**src/rtl/axi_lite_arbiter_pkg.sv**
```systemverilog
// Shared types and constants for the two-master AXI4-lite arbiter.
// Round-robin arbitration is selected with the ARB_ROUND_ROBIN_EN macro.
package axi_lite_arbiter_pkg;

  localparam int ADDR_W_DEF = 32;
  localparam int DATA_W_DEF = 32;

  typedef enum logic [1:0] {
    IDLE      = 2'b00,
    GNT_IFU_R = 2'b01,
    GNT_LSU_R = 2'b10,
    GNT_LSU_W = 2'b11
  } arb_state_e;

  typedef enum logic [1:0] {
    RESP_OKAY   = 2'b00,
    RESP_EXOKAY = 2'b01,
    RESP_SLVERR = 2'b10,
    RESP_DECERR = 2'b11
  } axi_resp_e;

endpackage

```
**src/rtl/axi_arb_pick.sv**
```systemverilog
// Combinational grant pick for the IFU/LSU arbiter; fixed LSU priority by default,
// alternating on contention when ARB_ROUND_ROBIN_EN is defined.
module axi_arb_pick
  import axi_lite_arbiter_pkg::*;
(
  input  logic       ifu_req,
  input  logic       lsu_r,
  input  logic       lsu_w,
  input  logic       last_gnt,
  output arb_state_e gnt
);

  logic lsu_req;
  assign lsu_req = lsu_r || lsu_w;

`ifdef ARB_ROUND_ROBIN_EN
  always_comb begin
    gnt = IDLE;
    // On contention the master that did not win last time goes first.
    if (lsu_req && ifu_req && last_gnt) begin
      gnt = GNT_IFU_R;
    end else if (lsu_w) begin
      gnt = GNT_LSU_W;
    end else if (lsu_r) begin
      gnt = GNT_LSU_R;
    end else if (ifu_req) begin
      gnt = GNT_IFU_R;
    end
  end
`else
  logic unused_last_gnt;
  assign unused_last_gnt = last_gnt;

  always_comb begin
    gnt = IDLE;
    if (lsu_w) begin
      gnt = GNT_LSU_W;
    end else if (lsu_req) begin
      gnt = GNT_LSU_R;
    end else if (ifu_req) begin
      gnt = GNT_IFU_R;
    end
  end
`endif

endmodule

```
**src/rtl/axi_lite_arbiter.sv**
```systemverilog
// Two-master (IFU read, LSU read/write) to one-slave AXI4-lite arbiter, one transaction
// in flight. Optional round-robin contention handling via ARB_ROUND_ROBIN_EN.
module axi_lite_arbiter
  import axi_lite_arbiter_pkg::*;
#(
  parameter int ADDR_W = ADDR_W_DEF,
  parameter int DATA_W = DATA_W_DEF
) (
  input  logic                clk,
  input  logic                rst,
  // IFU read
  input  logic [ADDR_W-1:0]   ifu_araddr,
  input  logic [2:0]          ifu_arsize,
  input  logic                ifu_arvalid,
  output logic                ifu_arready,
  output logic [DATA_W-1:0]   ifu_rdata,
  output logic [1:0]          ifu_rresp,
  output logic                ifu_rvalid,
  input  logic                ifu_rready,
  // LSU read
  input  logic [ADDR_W-1:0]   lsu_araddr,
  input  logic [2:0]          lsu_arsize,
  input  logic                lsu_arvalid,
  output logic                lsu_arready,
  output logic [DATA_W-1:0]   lsu_rdata,
  output logic [1:0]          lsu_rresp,
  output logic                lsu_rvalid,
  input  logic                lsu_rready,
  // LSU write
  input  logic [ADDR_W-1:0]   lsu_awaddr,
  input  logic                lsu_awvalid,
  output logic                lsu_awready,
  input  logic [DATA_W-1:0]   lsu_wdata,
  input  logic [DATA_W/8-1:0] lsu_wstrb,
  input  logic                lsu_wvalid,
  output logic                lsu_wready,
  output logic [1:0]          lsu_bresp,
  output logic                lsu_bvalid,
  input  logic                lsu_bready,
  // Upstream crossbar port
  output logic [ADDR_W-1:0]   m_araddr,
  output logic [2:0]          m_arsize,
  output logic                m_arvalid,
  input  logic                m_arready,
  input  logic [DATA_W-1:0]   m_rdata,
  input  logic [1:0]          m_rresp,
  input  logic                m_rvalid,
  output logic                m_rready,
  output logic [ADDR_W-1:0]   m_awaddr,
  output logic                m_awvalid,
  input  logic                m_awready,
  output logic [DATA_W-1:0]   m_wdata,
  output logic [DATA_W/8-1:0] m_wstrb,
  output logic                m_wvalid,
  input  logic                m_wready,
  input  logic [1:0]          m_bresp,
  input  logic                m_bvalid,
  output logic                m_bready,
  output logic                busy
);

  arb_state_e state_reg;
  arb_state_e state_next;
  arb_state_e pick_gnt;
  logic       lsu_w;
  logic       lsu_r;
  logic       last_gnt;

  // A write needs both AW and W present; it pre-empts a concurrent LSU read.
  assign lsu_w = lsu_awvalid && lsu_wvalid;
  assign lsu_r = lsu_arvalid && !lsu_w;

`ifdef ARB_ROUND_ROBIN_EN
  logic last_gnt_reg;

  always_ff @(posedge clk) begin
    if (rst) begin
      last_gnt_reg <= 1'b0;
    end else if (state_reg == IDLE && state_next != IDLE) begin
      last_gnt_reg <= (state_next != GNT_IFU_R);
    end
  end

  assign last_gnt = last_gnt_reg;
`else
  assign last_gnt = 1'b0;
`endif

  axi_arb_pick u_pick (
    .ifu_req  (ifu_arvalid),
    .lsu_r    (lsu_r),
    .lsu_w    (lsu_w),
    .last_gnt (last_gnt),
    .gnt      (pick_gnt)
  );

  always_ff @(posedge clk) begin
    if (rst) begin
      state_reg <= IDLE;
    end else begin
      state_reg <= state_next;
    end
  end

  always_comb begin
    state_next  = state_reg;
    busy        = 1'b0;
    ifu_arready = 1'b0;
    ifu_rdata   = '0;
    ifu_rresp   = RESP_OKAY;
    ifu_rvalid  = 1'b0;
    lsu_arready = 1'b0;
    lsu_rdata   = '0;
    lsu_rresp   = RESP_OKAY;
    lsu_rvalid  = 1'b0;
    lsu_awready = 1'b0;
    lsu_wready  = 1'b0;
    lsu_bresp   = RESP_OKAY;
    lsu_bvalid  = 1'b0;
    m_araddr    = '0;
    m_arsize    = '0;
    m_arvalid   = 1'b0;
    m_rready    = 1'b0;
    m_awaddr    = '0;
    m_awvalid   = 1'b0;
    m_wdata     = '0;
    m_wstrb     = '0;
    m_wvalid    = 1'b0;
    m_bready    = 1'b0;

    case (state_reg)
      IDLE: begin
        state_next = pick_gnt;
      end
      GNT_IFU_R: begin
        busy        = 1'b1;
        m_araddr    = ifu_araddr;
        m_arsize    = ifu_arsize;
        m_arvalid   = ifu_arvalid;
        ifu_arready = m_arready;
        ifu_rdata   = m_rdata;
        ifu_rresp   = m_rresp;
        ifu_rvalid  = m_rvalid;
        m_rready    = ifu_rready;
        if (m_rvalid && ifu_rready) begin
          state_next = IDLE;
        end
      end
      GNT_LSU_R: begin
        busy        = 1'b1;
        m_araddr    = lsu_araddr;
        m_arsize    = lsu_arsize;
        m_arvalid   = lsu_arvalid;
        lsu_arready = m_arready;
        lsu_rdata   = m_rdata;
        lsu_rresp   = m_rresp;
        lsu_rvalid  = m_rvalid;
        m_rready    = lsu_rready;
        if (m_rvalid && lsu_rready) begin
          state_next = IDLE;
        end
      end
      GNT_LSU_W: begin
        busy        = 1'b1;
        m_awaddr    = lsu_awaddr;
        m_awvalid   = lsu_awvalid;
        lsu_awready = m_awready;
        m_wdata     = lsu_wdata;
        m_wstrb     = lsu_wstrb;
        m_wvalid    = lsu_wvalid;
        lsu_wready  = m_wready;
        lsu_bresp   = m_bresp;
        lsu_bvalid  = m_bvalid;
        m_bready    = lsu_bready;
        if (m_bvalid && lsu_bready) begin
          state_next = IDLE;
        end
      end
      default: begin
        state_next = IDLE;
      end
    endcase
  end

endmodule

```
**config.mk**
```make
export PLATFORM = sky130hd
export DESIGN_NAME = axi_lite_arbiter
export DESIGN_NICKNAME = d
export VERILOG_FILES = /design/src/rtl/axi_lite_arbiter_pkg.sv /design/src/rtl/axi_arb_pick.sv /design/src/rtl/axi_lite_arbiter.sv
export SDC_FILE = /design/constraint.sdc
export NUM_CORES = 1
export LEC_CHECK = 0
export CORE_AREA = 5 5 143 145
export CTS_BUF_LIST = sky130_fd_sc_hd__clkbuf_16
export CTS_CLUSTER_DIAMETER = 30
export DETAILED_ROUTE_END_ITERATION = 10
export DIE_AREA = 0 0 148 150
export PLACE_DENSITY = 0.47
export SYNTH_ARGS = -nofsm -noshare
export SYNTH_HDL_FRONTEND = slang
export SYNTH_SLANG_ARGS = --single-unit
```
**constraint.sdc**
```tcl
create_clock -name clk -period 2.9 [get_ports clk]
set_clock_uncertainty 0.1 [all_clocks]
set_input_delay 0.58 -clock clk [delete_from_list [all_inputs] [get_ports clk]]
set_output_delay 0.58 -clock clk [all_outputs]
set_load 0.01 [all_outputs]
```
==> qor.yml <==
final_common_cell: "clkdlybuf4s50_1"
synth_compound_area_share_pct: 17.3
grt_use_met3_pct: 4.39
grtUsageMet1_pct: 12.5
synth_xor_area_share_pct: 0
finalPower_uw: 1610
start_util_pct: 9.12
synth_ff_type: "dfxtp_1"
crit_type: "flip-flop to output pin"
synth_area_leaders: "and2_1 53%, a22oi_1 16%, nor2b_1 13%, clkbuf_1 4.7%, ha_1 3.6%"
crit_path_start: "state_reg[1]$_SDFFE_PP0P_"
first_iter_violations: 79
grt_overflow_total: 0
cts_tree: "built"
finalMaxSlewViolations: 0
top_usage_layer: "met2"
vias: 3184
cts_setup_buffers: 0
postCtsHoldBufs: 0
relSlewSlack_pct: 66.5
placed_cells: 863
final_antenna_net_count: 0
r2r_start: "state_reg[0]$_SDFFE_PP0P_"
synth-seq-area-share_pct: 2.30
synth_top_cell_by_area: "and2_1"
cts-resized-gates: 0
worst_pin_slew_ns: 0.502
totalWireLength_um: 13900
final_cell_mix: "373 x clkdlybuf4s50_1, 148 x and2_1, 37 x a22oi_1, 37 x nor2b_1"
htreeDepth: 1
crit_path_end_kind: "output pin"
syn_inst: 272
vias_per_cell: 3.67
cts_buffers: 3
cp-start-kind: "flip-flop"
first_pass_iters: 4
cts.clk_slew.worst_paths_ns: 0.03
cp_max_fo: 61
clk_latency_ns: 0.22
first_global_vias: 3381
hold_path.startpoint: "state_reg[0]$_SDFFE_PP0P_"
setup_viol: 0
grt_max_degree: 62
area_delta_synth_final_pct: 236
drive_gt1_share_pct: 1.75
rsz0062_at_grt: "false"
hp-class: "flip-flop to flip-flop"
synth_top_cell_area_share_pct: 53.2
root_buffer: "clkbuf_16"
grt_usage_pct: 11.3
synth_top_family_by_area: "simple AND/OR/NAND/NOR gates"
grt_pass1_wl_um: 19900
yosys.area_share.simple_pct: 68.6
core_mm2: 0.0191
clock-sinks: 2
max_cap_viol_count: 0
grtUsageMet2_pct: 20.8
crit_required_ns: 2.22
yosysUniqueCellTypes: 19
syn_nets: 465
num_rows: 51
synth_seq_cells: 2
status: "completed"
vdd_ir_drop_max_uv: 205
post-route-min-period_ns: 2.70
die_y_um: 150
power_density_mw_per_mm2: 275
fill_cells: 1997
nets: 823
yosysWarningCount: 0
fin_setup_tns_ns: 0
finalHoldViolations: 0
clock_path_buffers: 2
wl_per_cell_um: 16.0
largest_reg_flops: 2
arrival_ns: 2.02
final_cells: 868
ys_async_sr_fraction_pct: 0
fmax_mhz: 370
detailed_place_hpwl_um: 12000
die_x_um: 148
synthesis.area_mm2: 0.00174
route.detailed.drc: 0
synth.mux.area_fraction_pct: 1.22
numPortBuffers: 373
p_leak_uw: 0.00208
fin_crit_sh_pct: 93.1
synth_fa_ha_area_share_pct: 3.59
antenna_found_initial: 0
synth-edff-count: 0
io_pins: 374
synth_area_per_cell_um2: 6.40
routabilityCongestion: 0.794
die-area_mm2: 0.0222
## final cells by class
class	instances	area (µm²)	share of cell area, %
multi-input cells	240	1580	27.0
diodes	2	5.00	0.0856
well taps	238	298	5.09
inverters	3	11.3	0.193
repair buffers	380	3840	65.6
flip-flops and latches	2	40.0	0.685
clock buffers	3	75.1	1.28
## critical path, cell delays in order, from the launching register on
cell and delay, ns:
dfxtp_1 0.33, inv_1 0.11, ha_2 0.22, buf_12 0.24, a22oi_1 0.15, nor2b_1 0.15
clkdlybuf4s50_1 0.55
## cell usage after synthesis (2+ instances only)
| cell type | count |
|---|---|
| and2_1 | 148 |
| a22oi_1 | 37 |
| nor2b_1 | 37 |
| clkbuf_1 | 22 |
| ha_1 | 5 |
| nand2_1 | 4 |
| buf_1 | 3 |
| inv_1 | 3 |
| dfxtp_1 | 2 |
| nand2b_1 | 2 |
## final timing paths
path,to,slack [ns],cells after the start
hold / removal,state_reg[0]$_SDFFE_PP0P_,0.43,2
hold reg to reg,state_reg[0]$_SDFFE_PP0P_,0.43,2
setup reg to reg,state_reg[1]$_SDFFE_PP0P_,0.91,5
setup / recovery,m_araddr[16],0.20,6
## power by group
| group | internal, µW | switching (µW) | total, µW |
|---|---|---|---|
| combinational | 823 | 535 | 1360 |
| clock | 175 | 32.2 | 208 |
| sequential | 33.8 | 6.91 | 40.7 |
## metal layers
| layer | wire, µm | vias to the layer above |
|---|---|---|
| met5 | 0 | - |
| met4 | 170 | 0 |
| met3 | 1370 | 12 |
| met2 | 7270 | 176 |
| met1 | 5030 | 1405 |
| li1 | - | 1591 |
## cells by family (layout without fill, tap and decap cells)
group | count (synthesis) | in the layout
flip-flops | 2 | 2
adder cells (fa/ha/maj) | 5 | 5
multiplexers | 2 | 2
other | 0 | 2
buffers and inverters | 30 | 386
AO/OA/AOI/OAI | 40 | 40
AND/OR/NAND/NOR | 193 | 193
## through the flow
step           cell area [µm²]  utilization (%)  setup WS (ns)  hold WS (ns)
2_1_floorplan             1740                -          0.916         0.382
3_3_place_gp              5770             30.2          0.312         0.408
3_5_place_dp              5770             30.2          0.295         0.436
4_1_cts                   5840             30.6          0.178         0.440
5_1_grt                   5840             30.6        0.00452         0.505
6_report                  5850             30.6          0.200         0.431
Power figures use the tool's default switching activity.
